`src/rtl/udp_reg_ring_master_pkg.sv`:
```
// Shared constants for the UDP register ring master: status codes, FSM states, filler data.
package udp_reg_ring_master_pkg;

    localparam int unsigned STATUS_W = 2;

    localparam logic [STATUS_W-1:0] RSP_OK      = 2'b00;
    localparam logic [STATUS_W-1:0] RSP_NOACK   = 2'b01;
    localparam logic [STATUS_W-1:0] RSP_TIMEOUT = 2'b10;

    // Returned in place of read data when nobody acknowledged the request
    localparam logic [31:0] NOACK_DATA = 32'hDEAD_BEEF;

    typedef enum logic [1:0] {
        ST_IDLE = 2'd0,
        ST_WAIT = 2'd1,
        ST_RESP = 2'd2
    } state_e;

    // Width of a counter that must reach cycles-1; at least one bit
    function automatic int unsigned cnt_width(input int unsigned cycles);
        return (cycles > 1) ? $clog2(cycles) : 1;
    endfunction

endpackage

```
`src/rtl/udp_reg_ring_master_if.sv`:
```
// Command/response port plus ring launch/return path of the ring master.
interface udp_reg_ring_master_if #(
    parameter int unsigned ADDR_W = 23,
    parameter int unsigned DATA_W = 32,
    parameter int unsigned SRC_W  = 2
);
    import udp_reg_ring_master_pkg::*;

    logic                cmd_valid;
    logic                cmd_ready;
    logic                cmd_rd_wr_L;
    logic [ADDR_W-1:0]   cmd_addr;
    logic [DATA_W-1:0]   cmd_wr_data;

    logic                rsp_valid;
    logic                rsp_ready;
    logic [DATA_W-1:0]   rsp_rd_data;
    logic [STATUS_W-1:0] rsp_status;

    logic                reg_req_in;
    logic                reg_ack_in;
    logic                reg_rd_wr_L_in;
    logic [ADDR_W-1:0]   reg_addr_in;
    logic [DATA_W-1:0]   reg_data_in;
    logic [SRC_W-1:0]    reg_src_in;

    logic                reg_req_out;
    logic                reg_ack_out;
    logic                reg_rd_wr_L_out;
    logic [ADDR_W-1:0]   reg_addr_out;
    logic [DATA_W-1:0]   reg_data_out;
    logic [SRC_W-1:0]    reg_src_out;

    // The ring master itself
    modport slave (
        input  cmd_valid, cmd_rd_wr_L, cmd_addr, cmd_wr_data, rsp_ready,
        input  reg_req_in, reg_ack_in, reg_rd_wr_L_in, reg_addr_in, reg_data_in, reg_src_in,
        output cmd_ready, rsp_valid, rsp_rd_data, rsp_status,
        output reg_req_out, reg_ack_out, reg_rd_wr_L_out, reg_addr_out, reg_data_out, reg_src_out
    );

    // Local control logic plus the rest of the ring
    modport master (
        output cmd_valid, cmd_rd_wr_L, cmd_addr, cmd_wr_data, rsp_ready,
        output reg_req_in, reg_ack_in, reg_rd_wr_L_in, reg_addr_in, reg_data_in, reg_src_in,
        input  cmd_ready, rsp_valid, rsp_rd_data, rsp_status,
        input  reg_req_out, reg_ack_out, reg_rd_wr_L_out, reg_addr_out, reg_data_out, reg_src_out
    );

endinterface

```
`src/rtl/udp_reg_ring_master.sv`:
```
// Ring head: injects one command onto the register ring and waits for it to come back.
module udp_reg_ring_master
    import udp_reg_ring_master_pkg::*;
#(
    parameter int unsigned                  UDP_REG_ADDR_WIDTH = 23,
    parameter int unsigned                  DATA_WIDTH         = 32,
    parameter int unsigned                  UDP_REG_SRC_WIDTH  = 2,
    parameter logic [UDP_REG_SRC_WIDTH-1:0] SRC_ID             = UDP_REG_SRC_WIDTH'(1),
    parameter int unsigned                  TIMEOUT_CYCLES     = 1024
) (
    input  logic                       clk,
    input  logic                       reset,
    udp_reg_ring_master_if.slave       bus
);

    localparam int unsigned AW    = UDP_REG_ADDR_WIDTH;
    localparam int unsigned DW    = DATA_WIDTH;
    localparam int unsigned SW    = UDP_REG_SRC_WIDTH;
    localparam int unsigned CNT_W = cnt_width(TIMEOUT_CYCLES);

    localparam logic [CNT_W-1:0] CNT_LAST = CNT_W'(TIMEOUT_CYCLES - 1);
    localparam logic [DW-1:0]    FILL     = DW'(NOACK_DATA);

    state_e               state_q, state_d;

    logic                 req_out_q,  req_out_d;
    logic                 ack_out_q,  ack_out_d;
    logic                 rdwr_out_q, rdwr_out_d;
    logic [AW-1:0]        addr_out_q, addr_out_d;
    logic [DW-1:0]        data_out_q, data_out_d;
    logic [SW-1:0]        src_out_q,  src_out_d;

    logic                 rsp_valid_q,  rsp_valid_d;
    logic [DW-1:0]        rsp_data_q,   rsp_data_d;
    logic [STATUS_W-1:0]  rsp_status_q, rsp_status_d;

    logic [AW-1:0]        cap_addr_q, cap_addr_d;
    logic [CNT_W-1:0]     cnt_q,      cnt_d;

    logic                 foreign_in;
    logic                 own_in;
    logic                 match_c;
    logic                 timeout_c;
    logic                 cmd_ready_c;
    logic                 cmd_fire;

    // Ring-side classification of the incoming word and command handshake
    assign foreign_in  = bus.reg_req_in & (bus.reg_src_in != SRC_ID);
    assign own_in      = bus.reg_req_in & (bus.reg_src_in == SRC_ID);
    assign match_c     = own_in & (bus.reg_addr_in == cap_addr_q);
    assign timeout_c   = (cnt_q == CNT_LAST);
    // Blocked while a foreign word needs the launch registers; held low in reset
    assign cmd_ready_c = ~reset & (state_q == ST_IDLE) & ~foreign_in;
    assign cmd_fire    = bus.cmd_valid & cmd_ready_c;

    // State register
    always_ff @(posedge clk or posedge reset) begin
        if (reset) begin
            state_q <= ST_IDLE;
        end else begin
            state_q <= state_d;
        end
    end

    // Next-state logic
    always_comb begin
        state_d = state_q;
        case (state_q)
            ST_IDLE: if (cmd_fire)            state_d = ST_WAIT;
            ST_WAIT: if (match_c | timeout_c) state_d = ST_RESP;
            ST_RESP: if (bus.rsp_ready)       state_d = ST_IDLE;
            default:                          state_d = ST_IDLE;
        endcase
    end

    // Output / datapath logic: ring launch word, timeout counter, response
    always_comb begin
        req_out_d    = 1'b0;
        ack_out_d    = 1'b0;
        rdwr_out_d   = 1'b0;
        addr_out_d   = '0;
        data_out_d   = '0;
        src_out_d    = '0;
        rsp_valid_d  = rsp_valid_q;
        rsp_data_d   = rsp_data_q;
        rsp_status_d = rsp_status_q;
        cap_addr_d   = cap_addr_q;
        cnt_d        = cnt_q;

        // Own injection first, then foreign pass-through; own-tag returns are never forwarded
        if (cmd_fire) begin
            req_out_d  = 1'b1;
            ack_out_d  = 1'b0;
            rdwr_out_d = bus.cmd_rd_wr_L;
            addr_out_d = bus.cmd_addr;
            data_out_d = bus.cmd_rd_wr_L ? '0 : bus.cmd_wr_data;
            src_out_d  = SRC_ID;
        end else if (foreign_in) begin
            req_out_d  = bus.reg_req_in;
            ack_out_d  = bus.reg_ack_in;
            rdwr_out_d = bus.reg_rd_wr_L_in;
            addr_out_d = bus.reg_addr_in;
            data_out_d = bus.reg_data_in;
            src_out_d  = bus.reg_src_in;
        end

        case (state_q)
            ST_IDLE: begin
                if (cmd_fire) begin
                    cap_addr_d = bus.cmd_addr;
                    cnt_d      = '0;
                end
            end
            ST_WAIT: begin
                if (match_c) begin
                    rsp_valid_d = 1'b1;
                    if (bus.reg_ack_in) begin
                        rsp_status_d = RSP_OK;
                        rsp_data_d   = bus.reg_data_in;
                    end else begin
                        rsp_status_d = RSP_NOACK;
                        rsp_data_d   = FILL;
                    end
                end else if (timeout_c) begin
                    rsp_valid_d  = 1'b1;
                    rsp_status_d = RSP_TIMEOUT;
                    rsp_data_d   = FILL;
                end else begin
                    cnt_d = cnt_q + CNT_W'(1);
                end
            end
            ST_RESP: begin
                if (bus.rsp_ready) rsp_valid_d = 1'b0;
            end
            default: ;
        endcase
    end

    // Datapath registers
    always_ff @(posedge clk or posedge reset) begin
        if (reset) begin
            req_out_q    <= 1'b0;
            ack_out_q    <= 1'b0;
            rdwr_out_q   <= 1'b0;
            addr_out_q   <= '0;
            data_out_q   <= '0;
            src_out_q    <= '0;
            rsp_valid_q  <= 1'b0;
            rsp_data_q   <= '0;
            rsp_status_q <= '0;
            cap_addr_q   <= '0;
            cnt_q        <= '0;
        end else begin
            req_out_q    <= req_out_d;
            ack_out_q    <= ack_out_d;
            rdwr_out_q   <= rdwr_out_d;
            addr_out_q   <= addr_out_d;
            data_out_q   <= data_out_d;
            src_out_q    <= src_out_d;
            rsp_valid_q  <= rsp_valid_d;
            rsp_data_q   <= rsp_data_d;
            rsp_status_q <= rsp_status_d;
            cap_addr_q   <= cap_addr_d;
            cnt_q        <= cnt_d;
        end
    end

    assign bus.cmd_ready       = cmd_ready_c;
    assign bus.rsp_valid       = rsp_valid_q;
    assign bus.rsp_rd_data     = rsp_data_q;
    assign bus.rsp_status      = rsp_status_q;
    assign bus.reg_req_out     = req_out_q;
    assign bus.reg_ack_out     = ack_out_q;
    assign bus.reg_rd_wr_L_out = rdwr_out_q;
    assign bus.reg_addr_out    = addr_out_q;
    assign bus.reg_data_out    = data_out_q;
    assign bus.reg_src_out     = src_out_q;

endmodule
```
`src/flat_wrapper.sv`:
```
// flat-port wrapper written by rule: the top's interface ports become plain ports
module udp_reg_ring_master_flat import udp_reg_ring_master_pkg::*;
#(
    parameter int unsigned                  UDP_REG_ADDR_WIDTH = 23,
    parameter int unsigned                  DATA_WIDTH         = 32,
    parameter int unsigned                  UDP_REG_SRC_WIDTH  = 2,
    parameter logic [UDP_REG_SRC_WIDTH-1:0] SRC_ID             = UDP_REG_SRC_WIDTH'(1),
    parameter int unsigned                  TIMEOUT_CYCLES     = 1024
)
  (clk, reset, bus_cmd_valid, bus_cmd_rd_wr_L, bus_cmd_addr, bus_cmd_wr_data, bus_rsp_ready, bus_reg_req_in, bus_reg_ack_in, bus_reg_rd_wr_L_in, bus_reg_addr_in, bus_reg_data_in, bus_reg_src_in, bus_cmd_ready, bus_rsp_valid, bus_rsp_rd_data, bus_rsp_status, bus_reg_req_out, bus_reg_ack_out, bus_reg_rd_wr_L_out, bus_reg_addr_out, bus_reg_data_out, bus_reg_src_out);
  udp_reg_ring_master_if bus_i ();
  input  logic clk;
  input  logic reset;
  input wire logic [$bits(bus_i.cmd_valid)-1:0] bus_cmd_valid;
  input wire logic [$bits(bus_i.cmd_rd_wr_L)-1:0] bus_cmd_rd_wr_L;
  input wire logic [$bits(bus_i.cmd_addr)-1:0] bus_cmd_addr;
  input wire logic [$bits(bus_i.cmd_wr_data)-1:0] bus_cmd_wr_data;
  input wire logic [$bits(bus_i.rsp_ready)-1:0] bus_rsp_ready;
  input wire logic [$bits(bus_i.reg_req_in)-1:0] bus_reg_req_in;
  input wire logic [$bits(bus_i.reg_ack_in)-1:0] bus_reg_ack_in;
  input wire logic [$bits(bus_i.reg_rd_wr_L_in)-1:0] bus_reg_rd_wr_L_in;
  input wire logic [$bits(bus_i.reg_addr_in)-1:0] bus_reg_addr_in;
  input wire logic [$bits(bus_i.reg_data_in)-1:0] bus_reg_data_in;
  input wire logic [$bits(bus_i.reg_src_in)-1:0] bus_reg_src_in;
  output wire logic [$bits(bus_i.cmd_ready)-1:0] bus_cmd_ready;
  output wire logic [$bits(bus_i.rsp_valid)-1:0] bus_rsp_valid;
  output wire logic [$bits(bus_i.rsp_rd_data)-1:0] bus_rsp_rd_data;
  output wire logic [$bits(bus_i.rsp_status)-1:0] bus_rsp_status;
  output wire logic [$bits(bus_i.reg_req_out)-1:0] bus_reg_req_out;
  output wire logic [$bits(bus_i.reg_ack_out)-1:0] bus_reg_ack_out;
  output wire logic [$bits(bus_i.reg_rd_wr_L_out)-1:0] bus_reg_rd_wr_L_out;
  output wire logic [$bits(bus_i.reg_addr_out)-1:0] bus_reg_addr_out;
  output wire logic [$bits(bus_i.reg_data_out)-1:0] bus_reg_data_out;
  output wire logic [$bits(bus_i.reg_src_out)-1:0] bus_reg_src_out;
  assign bus_i.cmd_valid = bus_cmd_valid;
  assign bus_i.cmd_rd_wr_L = bus_cmd_rd_wr_L;
  assign bus_i.cmd_addr = bus_cmd_addr;
  assign bus_i.cmd_wr_data = bus_cmd_wr_data;
  assign bus_i.rsp_ready = bus_rsp_ready;
  assign bus_i.reg_req_in = bus_reg_req_in;
  assign bus_i.reg_ack_in = bus_reg_ack_in;
  assign bus_i.reg_rd_wr_L_in = bus_reg_rd_wr_L_in;
  assign bus_i.reg_addr_in = bus_reg_addr_in;
  assign bus_i.reg_data_in = bus_reg_data_in;
  assign bus_i.reg_src_in = bus_reg_src_in;
  assign bus_cmd_ready = bus_i.cmd_ready;
  assign bus_rsp_valid = bus_i.rsp_valid;
  assign bus_rsp_rd_data = bus_i.rsp_rd_data;
  assign bus_rsp_status = bus_i.rsp_status;
  assign bus_reg_req_out = bus_i.reg_req_out;
  assign bus_reg_ack_out = bus_i.reg_ack_out;
  assign bus_reg_rd_wr_L_out = bus_i.reg_rd_wr_L_out;
  assign bus_reg_addr_out = bus_i.reg_addr_out;
  assign bus_reg_data_out = bus_i.reg_data_out;
  assign bus_reg_src_out = bus_i.reg_src_out;
  udp_reg_ring_master #(.UDP_REG_ADDR_WIDTH(UDP_REG_ADDR_WIDTH), .DATA_WIDTH(DATA_WIDTH), .UDP_REG_SRC_WIDTH(UDP_REG_SRC_WIDTH), .SRC_ID(SRC_ID), .TIMEOUT_CYCLES(TIMEOUT_CYCLES)) u_core (.clk(clk), .reset(reset), .bus(bus_i));
endmodule
```
`config.mk`:
```
export PLATFORM = sky130hd
export DESIGN_NAME = udp_reg_ring_master_flat
export DESIGN_NICKNAME = d
export VERILOG_FILES = /design/src/rtl/udp_reg_ring_master_pkg.sv /design/src/rtl/udp_reg_ring_master_if.sv /design/src/rtl/udp_reg_ring_master.sv /design/src/flat_wrapper.sv
export SDC_FILE = /design/constraint.sdc
export NUM_CORES = 1
export LEC_CHECK = 0
export ABC_AREA = 0
export BUFFER_PORTS_ARGS = -buffer_cell sky130_fd_sc_hd__buf_2
export CAP_MARGIN = 20
export CORE_MARGIN = 8
export CORE_UTILIZATION = 52
export DETAILED_ROUTE_END_ITERATION = 12
export GPL_TIMING_DRIVEN = 0
export HOLD_SLACK_MARGIN = 0.1
export PLACE_DENSITY = 0.92
export SLEW_MARGIN = 20
export SYNTH_ARGS = -nofsm -noshare
export SYNTH_HDL_FRONTEND = slang
export SYNTH_SLANG_ARGS = --single-unit
```
`constraint.sdc`:
```
create_clock -name clk -period 10.4 [get_ports clk]
set_clock_uncertainty 0.05 [all_clocks]
set_input_delay 2.08 -clock clk [delete_from_list [all_inputs] [get_ports clk]]
set_output_delay 2.08 -clock clk [all_outputs]
set_load 0.005 [all_outputs]
```
# After elaboration in Yosys (flattened, before gate mapping)
# Index checks and enable logic that the tools add are counted.
dict set report op_classes {
  n_addsub 1
  eq_ne 12
  mux 31
  bitwise_logic 9
  reduce_logical 9
}
# cell count
set op_table {}
lappend op_table {{32-bit two-way mux} 6}
lappend op_table {{23-bit two-way mux} 2}
lappend op_table {{10-bit two-way mux} 3}
lappend op_table {{23-bit == test} 1}
lappend op_table {{10-bit case mux with 2 select lines} 1}
lappend op_table {{2-bit two-way mux} 7}
lappend op_table {{10-bit by 1-bit adder with 10-bit output (second input constant)} 1}
lappend op_table {{10-bit == test (second input constant)} 1}
lappend op_table {{1-bit two-way mux} 10}
lappend op_table {{1-bit bitwise AND} 6}
lappend op_table {{2-bit by 1-bit inequality test with 1-bit output (second input constant)} 3}
lappend op_table {{2-bit inequality test (second input constant)} 3}
lappend op_table {{2-bit case mux with 3 select lines} 1}
lappend op_table {{3-bit AND reduction} 2}
lappend op_table {{2-bit nonzero test} 3}
lappend op_table {{2-bit by 1-bit == test with 1-bit output (second input constant)} 2}
lappend op_table {{2-bit AND reduction} 2}
lappend op_table {{4-bit AND reduction} 1}
lappend op_table {{3-bit by 1-bit inequality test with 1-bit output (second input constant)} 1}
lappend op_table {{2-bit == test (second input constant)} 1}
lappend op_table {{2-bit logical NOT} 1}
lappend op_table {{1-bit inverter} 2}
lappend op_table {{1-bit case mux with 2 select lines} 1}
lappend op_table {{1-bit OR} 1}
dict set report word_totals {
  register_bits 130
  input_bits 120
  output_inout_bits 96
}

# Depth between registers and ports, before layout
# Gate-level depths: netlist of the first run.
dict set report logic_depth {
  ltp_word 7
  depth_mapped 8
  depth_no_buf 7
}

# Worst setup path after synthesis of the first run
# No wires, ideal clock.
dict set report synth_path {
  path_kind {input port to output port}
  start {input port bus_reg_src_in[1]}
  end {output port bus_cmd_ready}
  t_arrival_ps 2718
  t_required_ps 8270
  setup_slack_ps 5552
  stages 4
  path_buffers 1
  path_cell_list {nand2b_1 > and2_1 > clkbuf_1 > nor3_1}
}
dict set report synth_between {
  elab_chain_cells 4
}
# item line_no
set synth_lines {}
lappend synth_lines {{start, declared} flat_wrapper.sv:24} ;# input wire logic [$bits(bus_i.reg_src_in)-1:0] bus_reg_src_in;
lappend synth_lines {{2-bit by 1-bit inequality test with 1-bit output} udp_reg_ring_master.sv:48} ;# assign foreign_in = bus.reg_req_in & (bus.reg_src_in != SRC_ID);
lappend synth_lines {{1-bit bitwise AND} udp_reg_ring_master.sv:48}
lappend synth_lines {{1-bit inverter} udp_reg_ring_master.sv:53} ;# assign cmd_ready_c = ~reset & (state_q == ST_IDLE) & ~foreign_in;
lappend synth_lines {{1-bit bitwise AND} udp_reg_ring_master.sv:53}
lappend synth_lines {{end, declared} flat_wrapper.sv:25} ;# output wire logic [$bits(bus_i.cmd_ready)-1:0] bus_cmd_ready;
# No other way between the ends.

# Final worst setup path of the first run
# Ends and elaborated chain as after synthesis.

==> results of run 1 <==
[metrics by stage]
| stage | hold WS [ns] | setup WS, ns | std cells |
|---|---|---|---|
| 6_report | 0.436 | 5.13 | 879 |
| 4_1_cts | 0.445 | 5.16 | 879 |
| 3_3_place_gp | 0.428 | 3.53 | 846 |
| 2_1_floorplan | 0.416 | 4.80 | 495 |
| 3_5_place_dp | 0.429 | 5.17 | 847 |
| 5_1_grt | 0.465 | 5.05 | 879 |
[metal layers]
layer | part of all wire, % | global-route usage (%) | wire [um] | vias to the layer above
li1 | - | - | - | 2246
met1 | 38 | 27.8 | 6820 | 2461
met2 | 49 | 42.8 | 8830 | 305
met3 | 11 | 10.0 | 1910 | 32
met4 | 2.2 | 9.88 | 400 | 0
met5 | 0 | 0 | 0 | -
[sequential cells by signal, summed over array words and instances, names as in the netlist, 2 cells and up]
| register | cells |
|---|---|
| u_core.bus.reg_src_out | 2 |
| u_core.cnt_q | 10 |
| u_core.bus.reg_data_out | 32 |
| u_core.state_q | 2 |
| u_core.bus.reg_addr_out | 23 |
| u_core.bus.rsp_status | 2 |
| u_core.cap_addr_q | 23 |
| u_core.bus.rsp_rd_data | 32 |
[layout make-up]
| cell class | instances | area [um2] |
|---|---|---|
| clock buffer | 18 | 428 |
| buffer | 29 | 130 |
| inverter | 25 | 98.8 |
| fill | 715 | 2980 |
| clock inverter | 14 | 130 |
| tap | 136 | 170 |
| timing repair buffer | 216 | 1100 |
| multi-input combinational | 311 | 2030 |
| sequential | 130 | 3250 |
[power groups by stage]
| stage | clock network, mW | registers, mW | logic [mW] |
|---|---|---|---|
| after global placement | 0 | 0.633 | 0.308 |
| after detailed placement | 0 | 0.638 | 0.322 |
| after CTS | 0.564 | 0.630 | 0.326 |
| after global routing | 0.584 | 0.639 | 0.361 |
| after floorplan | 0 | 0.631 | 0.203 |
| final | 0.559 | 0.631 | 0.329 |
[cells in the mapped netlist, types with 2 or more instances]
library cell and n:
or4_1 3, a21oi_1 22, clkbuf_1 20, a211o_1 2, ha_1 5, a21o_1 3
and3_1 6, o22a_1 9, o21ai_1 2, nand4_1 3, nand2b_1 2, o211ai_1 2
inv_1 25, nor4_1 18, buf_2 5, nand2_1 96, and2_1 2, buf_6 2
o21ai_0 3, nor3_1 2, nor4_2 9, nor2_1 6, dfrtp_1 130, a31oi_1 8
nand3b_1 2, and4_1 2, or2_2 2, nand3_1 7, buf_1 2, o311ai_0 2
a22o_1 57, xor2_1 23
[logic make-up (layout without fill, tap and decap cells)]
kind of cell             after synthesis  after routing
XOR/XNOR                              23             23
AO/OA/AOI/OAI                        118            118
buffers and inverters                 54            302
flip-flops                           130            130
adder cells (fa/ha/maj)                5              5
AND/OR/NAND/NOR                      163            163
multiplexers                           2              2
[final timing paths]
check,startpoint,to
max,bus_reg_src_in[1],bus_cmd_ready
min reg2reg,u_core.bus.rsp_status[0],u_core.bus.rsp_status[0]
min,u_core.bus.rsp_status[0],u_core.bus.rsp_status[0]
max in group asynchronous,reset,u_core.bus.rsp_rd_data[6]
max reg2reg,u_core.cap_addr_q[4],u_core.bus.rsp_rd_data[20]
min in group asynchronous,reset,u_core.cap_addr_q[15]
[critical path: stages]
cell      delay, ns
buf_2          0.11
nand2b_1       0.16
and2_1         0.16
clkbuf_1       0.15
nor3_1         0.29
buf_2          0.19
==> results.tsv, run 1 <==
metric	value	unit
crit_arrival	3.14	ns
ys.flop_type	dfrtp_1	
ys_seq_area_share	59.1	%
worstSetupPathType	in2out	
ir_worst_vdd	118	uV
worstHoldPathCells	1	
finalWirelength	18000	um
insertion_delay	0.52	ns
crit_fanout	6	
grt_first_pass_wirelength	28300	um
vias	5044	
power_frac_comb	21.7	%
yosys_warnings	0	
yosys.area.top_type	dfrtp_1	
internal_power	1.04	mW
grt_pass1_vias	5410	
syn_to_final_growth	33.4	%
setup_viol	0	
clock_sinks	130	
status	finished, final reports clean	
syn_area_per_cell	11.1	um2
period_share	50.7	%
pwr_density_cell	207	mW/mm2
rsz0062_at_grt	no	
cts_hold_buf	0	
clkPwrFrac	36.8	%
synth_top_area_share	59.1	%
finalMaxSlewViolations	0	
fin_crit	5.27	ns
p_leak	3.86	nW
antenna_found_initial	0	
numCtsBuffers	17	
synthAdderAreaFrac	1.14	%
async_flop_share	100	%
design_area	0.00734	mm2
port_buffers	215	
clock_path_buffers	2	
root_buffer	clkbuf_8	
yosys-mux-area-fraction	0.387	%
tightest_slew	0.881	ns
regToRegSetupSlack	7.68	ns
drc	0	
pin_count	216	
slew_headroom	40.7	%
ys_seq_elements	130	
synth-simple-area-share	15.1	%
dp_hpwl	13500	um
die_area	0.0141	mm2
syn_area	0.00550	mm2
start_kind	input pin	
post_dp_cell_area	0.00678	mm2
critPathCaptureType	output pin	
initial_core_util	53.3	%
synth_xor_area_share	3.66	%
finish.utilization	71.1	%
total_power	1.52	mW
hold_viol_final	0	
finalNetCount	855	
cts_tree	done	
clkTransAtPathRegs	0.06	ns
synth_top_family_by_area	compound AO/OA/AOI/OAI gates	
yosys-top-cells-area	dfrtp_1 59%, a22o_1 9.1%, nand2_1 6.5%, xor2_1 3.7%, nor4_1 2.0%	
drtPass1Iterations	5	
grt.total_usage	25.2	%
layout_commonest_cell	buf_2	
fp.dieH	119	um
tns	0	ns
maxCapViolations	0	
synth_cells	495	
grt_overflow	0	
antenna-diode-count	0	
rows	37	
max_freq	0.190	GHz
swShare	31.7	%
coreArea	0.0103	mm2
switchingPower	0.482	mW
yosysUniqueCellTypes	45	
routed_via_density	5.74	
die_x	119	um
min_path_type	reg2reg	
synth_compound_area_share	16.5	%
place_congestion	0.891	
mostFrequentLayoutCells	220 x buf_2, 130 x dfrtp_1, 96 x nand2_1, 57 x a22o_1, 24 x inv_1	
synth-edff-count	0	
wl_per_cell	20.4	um
drive_gt1_share	36.3	%
seq_power_share	41.5	%
required	8.27	ns
worstRegToRegCells	7	
post-cts-setup-buffer-count	0	
syn_nets	620	
drtIter0Drc	517	
grt_max_degree	81	
cts_resized	0	
final_antenna_net_count	0	
htreeDepth	4	
(Power assumes the default switching activity.)
==> run 2, diff against run 1 <==
Settings changed: CORE_UTILIZATION 52 to 44, PLACE_DENSITY 0.92 to 0.83.
Clock period 10.4 ns to 4.22 ns, I/O delays scaled along.
==> results.tsv, run 2 (synthesis results as in run 1) <==
metric	value	unit
r2r-end	u_core.bus.rsp_rd_data[3]	
clock_sinks	130	
fin_crit	2.71	ns
max_freq	0.369	GHz
finalWirelength	17700	um
routed_via_density	5.34	
place_congestion	0.861	
drive_gt1_share	36.2	%
antenna_found_initial	0	
critPathCaptureType	output pin	
insertion_delay	0.43	ns
tns	0	ns
wl_per_cell	19.3	um
setup_viol	0	
coreArea	0.0124	mm2
internal_power	2.87	mW
p_leak	3.94	nW
crit_path_end	bus_cmd_ready	
total_power	4.01	mW
cp_cell_sequence	buf_2 -> nand2b_1 -> and2_1 -> clkbuf_1 -> nor3_1 -> buf_2	
maxCapViolations	0	
cts_tree	done	
mostFrequentLayoutCells	220 x buf_2, 130 x dfrtp_1, 96 x nand2_1, 57 x a22o_1, 24 x inv_1	
clkPwrFrac	41.0	%
drtIter0Drc	292	
drtPass1Iterations	5	
cts_resized	0	
grt_first_pass_wirelength	27200	um
min_path_type	in2async	
r2r-start	u_core.cnt_q[0]	
slew_headroom	51.2	%
regToRegSetupSlack	1.63	ns
cpPeakStageDelay	0.21	ns
htreeDepth	4	
pre_cts_slack	1.11	ns
required	3.33	ns
finish.utilization	60.8	%
clkTransAtPathRegs	0.05	ns
worstRegToRegCells	8	
status	finished, final reports clean	
worstSetupPathType	in2out	
final.setup.worst_slack	1.51	ns
period_share	64.2	%
root_buffer	clkbuf_16	
layout_commonest_cell	buf_2	
grt_overflow	0	
cp_slowest_cell	nor3_1	
final_antenna_net_count	0	
hold_viol_final	0	
cp.depth	6	
ir_worst_vdd	449	uV
grt.total_usage	22.0	%
swShare	28.4	%
start_kind	input pin	
drc	0	
post_dp_cell_area	0.00689	mm2
post-cts-setup-buffer-count	0	
pwr_density_cell	531	mW/mm2
crit_buf_inv	3	
vias	4910	
rsz0062_at_grt	no	
dp_hpwl	13400	um
rows	41	
grt_pass1_vias	5140	
finalNetCount	858	
numCtsBuffers	17	
die_area	0.0163	mm2
die_x	128	um
seq_power_share	38.8	%
port_buffers	215	
initial_core_util	44.3	%
crit_arrival	1.82	ns
pin_count	216	
grt_max_degree	35	
clock_path_buffers	2	
syn_to_final_growth	37.2	%
cts_hold_buf	0	
fp.dieH	128	um
path_delay_family	simple AND/OR/NAND/NOR gates	
fillers	1071	
path_common_cell	buf_2	
power_frac_comb	20.2	%
setup.worst_path.start	bus_reg_src_in[1]	
switchingPower	1.14	mW
tightest_slew	0.725	ns
design_area	0.00755	mm2
finalMaxSlewViolations	0	
crit_fanout	6	
## run 2: cell type report
cell class / count / area [um2] / share of cell area [%]
Sequential cell: 130 / 3250 / 43.1
Tap cell: 172 / 215 / 2.85
Timing Repair Buffer: 219 / 1160 / 15.4
Inverter: 25 / 97.6 / 1.29
Clock inverter: 8 / 173 / 2.29
Multi-Input combinational cell: 311 / 2030 / 26.8
Antenna cell: 1 / 2.50 / 0.0331
Buffer: 29 / 130 / 1.72
Clock buffer: 24 / 492 / 6.51
## run 2: how the worst min path moves through the flow
stage | slack [ns] | depth (start not counted) | end | start
floorplan | 0.42 | 2 | u_core.cap_addr_q[0] | u_core.cap_addr_q[0]
global placement | 0.42 | 1 | u_core.bus.rsp_status[0] | u_core.bus.rsp_status[0]
detailed placement | 0.42 | 1 | u_core.bus.rsp_status[0] | u_core.bus.rsp_status[0]
CTS | 0.42 | 2 | u_core.cap_addr_q[15] | reset
global route | 0.45 | 2 | u_core.cap_addr_q[20] | reset
finish | 0.42 | 2 | u_core.cap_addr_q[22] | reset
## run 2: stage by stage
stage          hold WS (ns)  cells
2_1_floorplan         0.416    495
3_3_place_gp          0.417    882
3_5_place_dp          0.422    886
4_1_cts               0.424    918
5_1_grt               0.447    918
6_report              0.419    919
## run 2: routing by layer
metal / vias to the layer above / wire [um] / GRT usage (%)
li1: 2242 / - / -
met5: - / 0 / 0
met4: 0 / 440 / 9.37
met3: 33 / 2060 / 9.44
met1: 2357 / 6800 / 24.9
met2: 278 / 8390 / 35.6
## run 2: power groups by stage
stage	combinational (mW)	sequential, mW	clock (mW)
2_1_floorplan	0.501	1.56	0
3_3_place_gp	0.774	1.56	0
3_5_place_dp	0.806	1.57	0
4_1_cts	0.814	1.55	1.65
5_1_grt	0.898	1.57	1.72
6_report	0.810	1.55	1.64
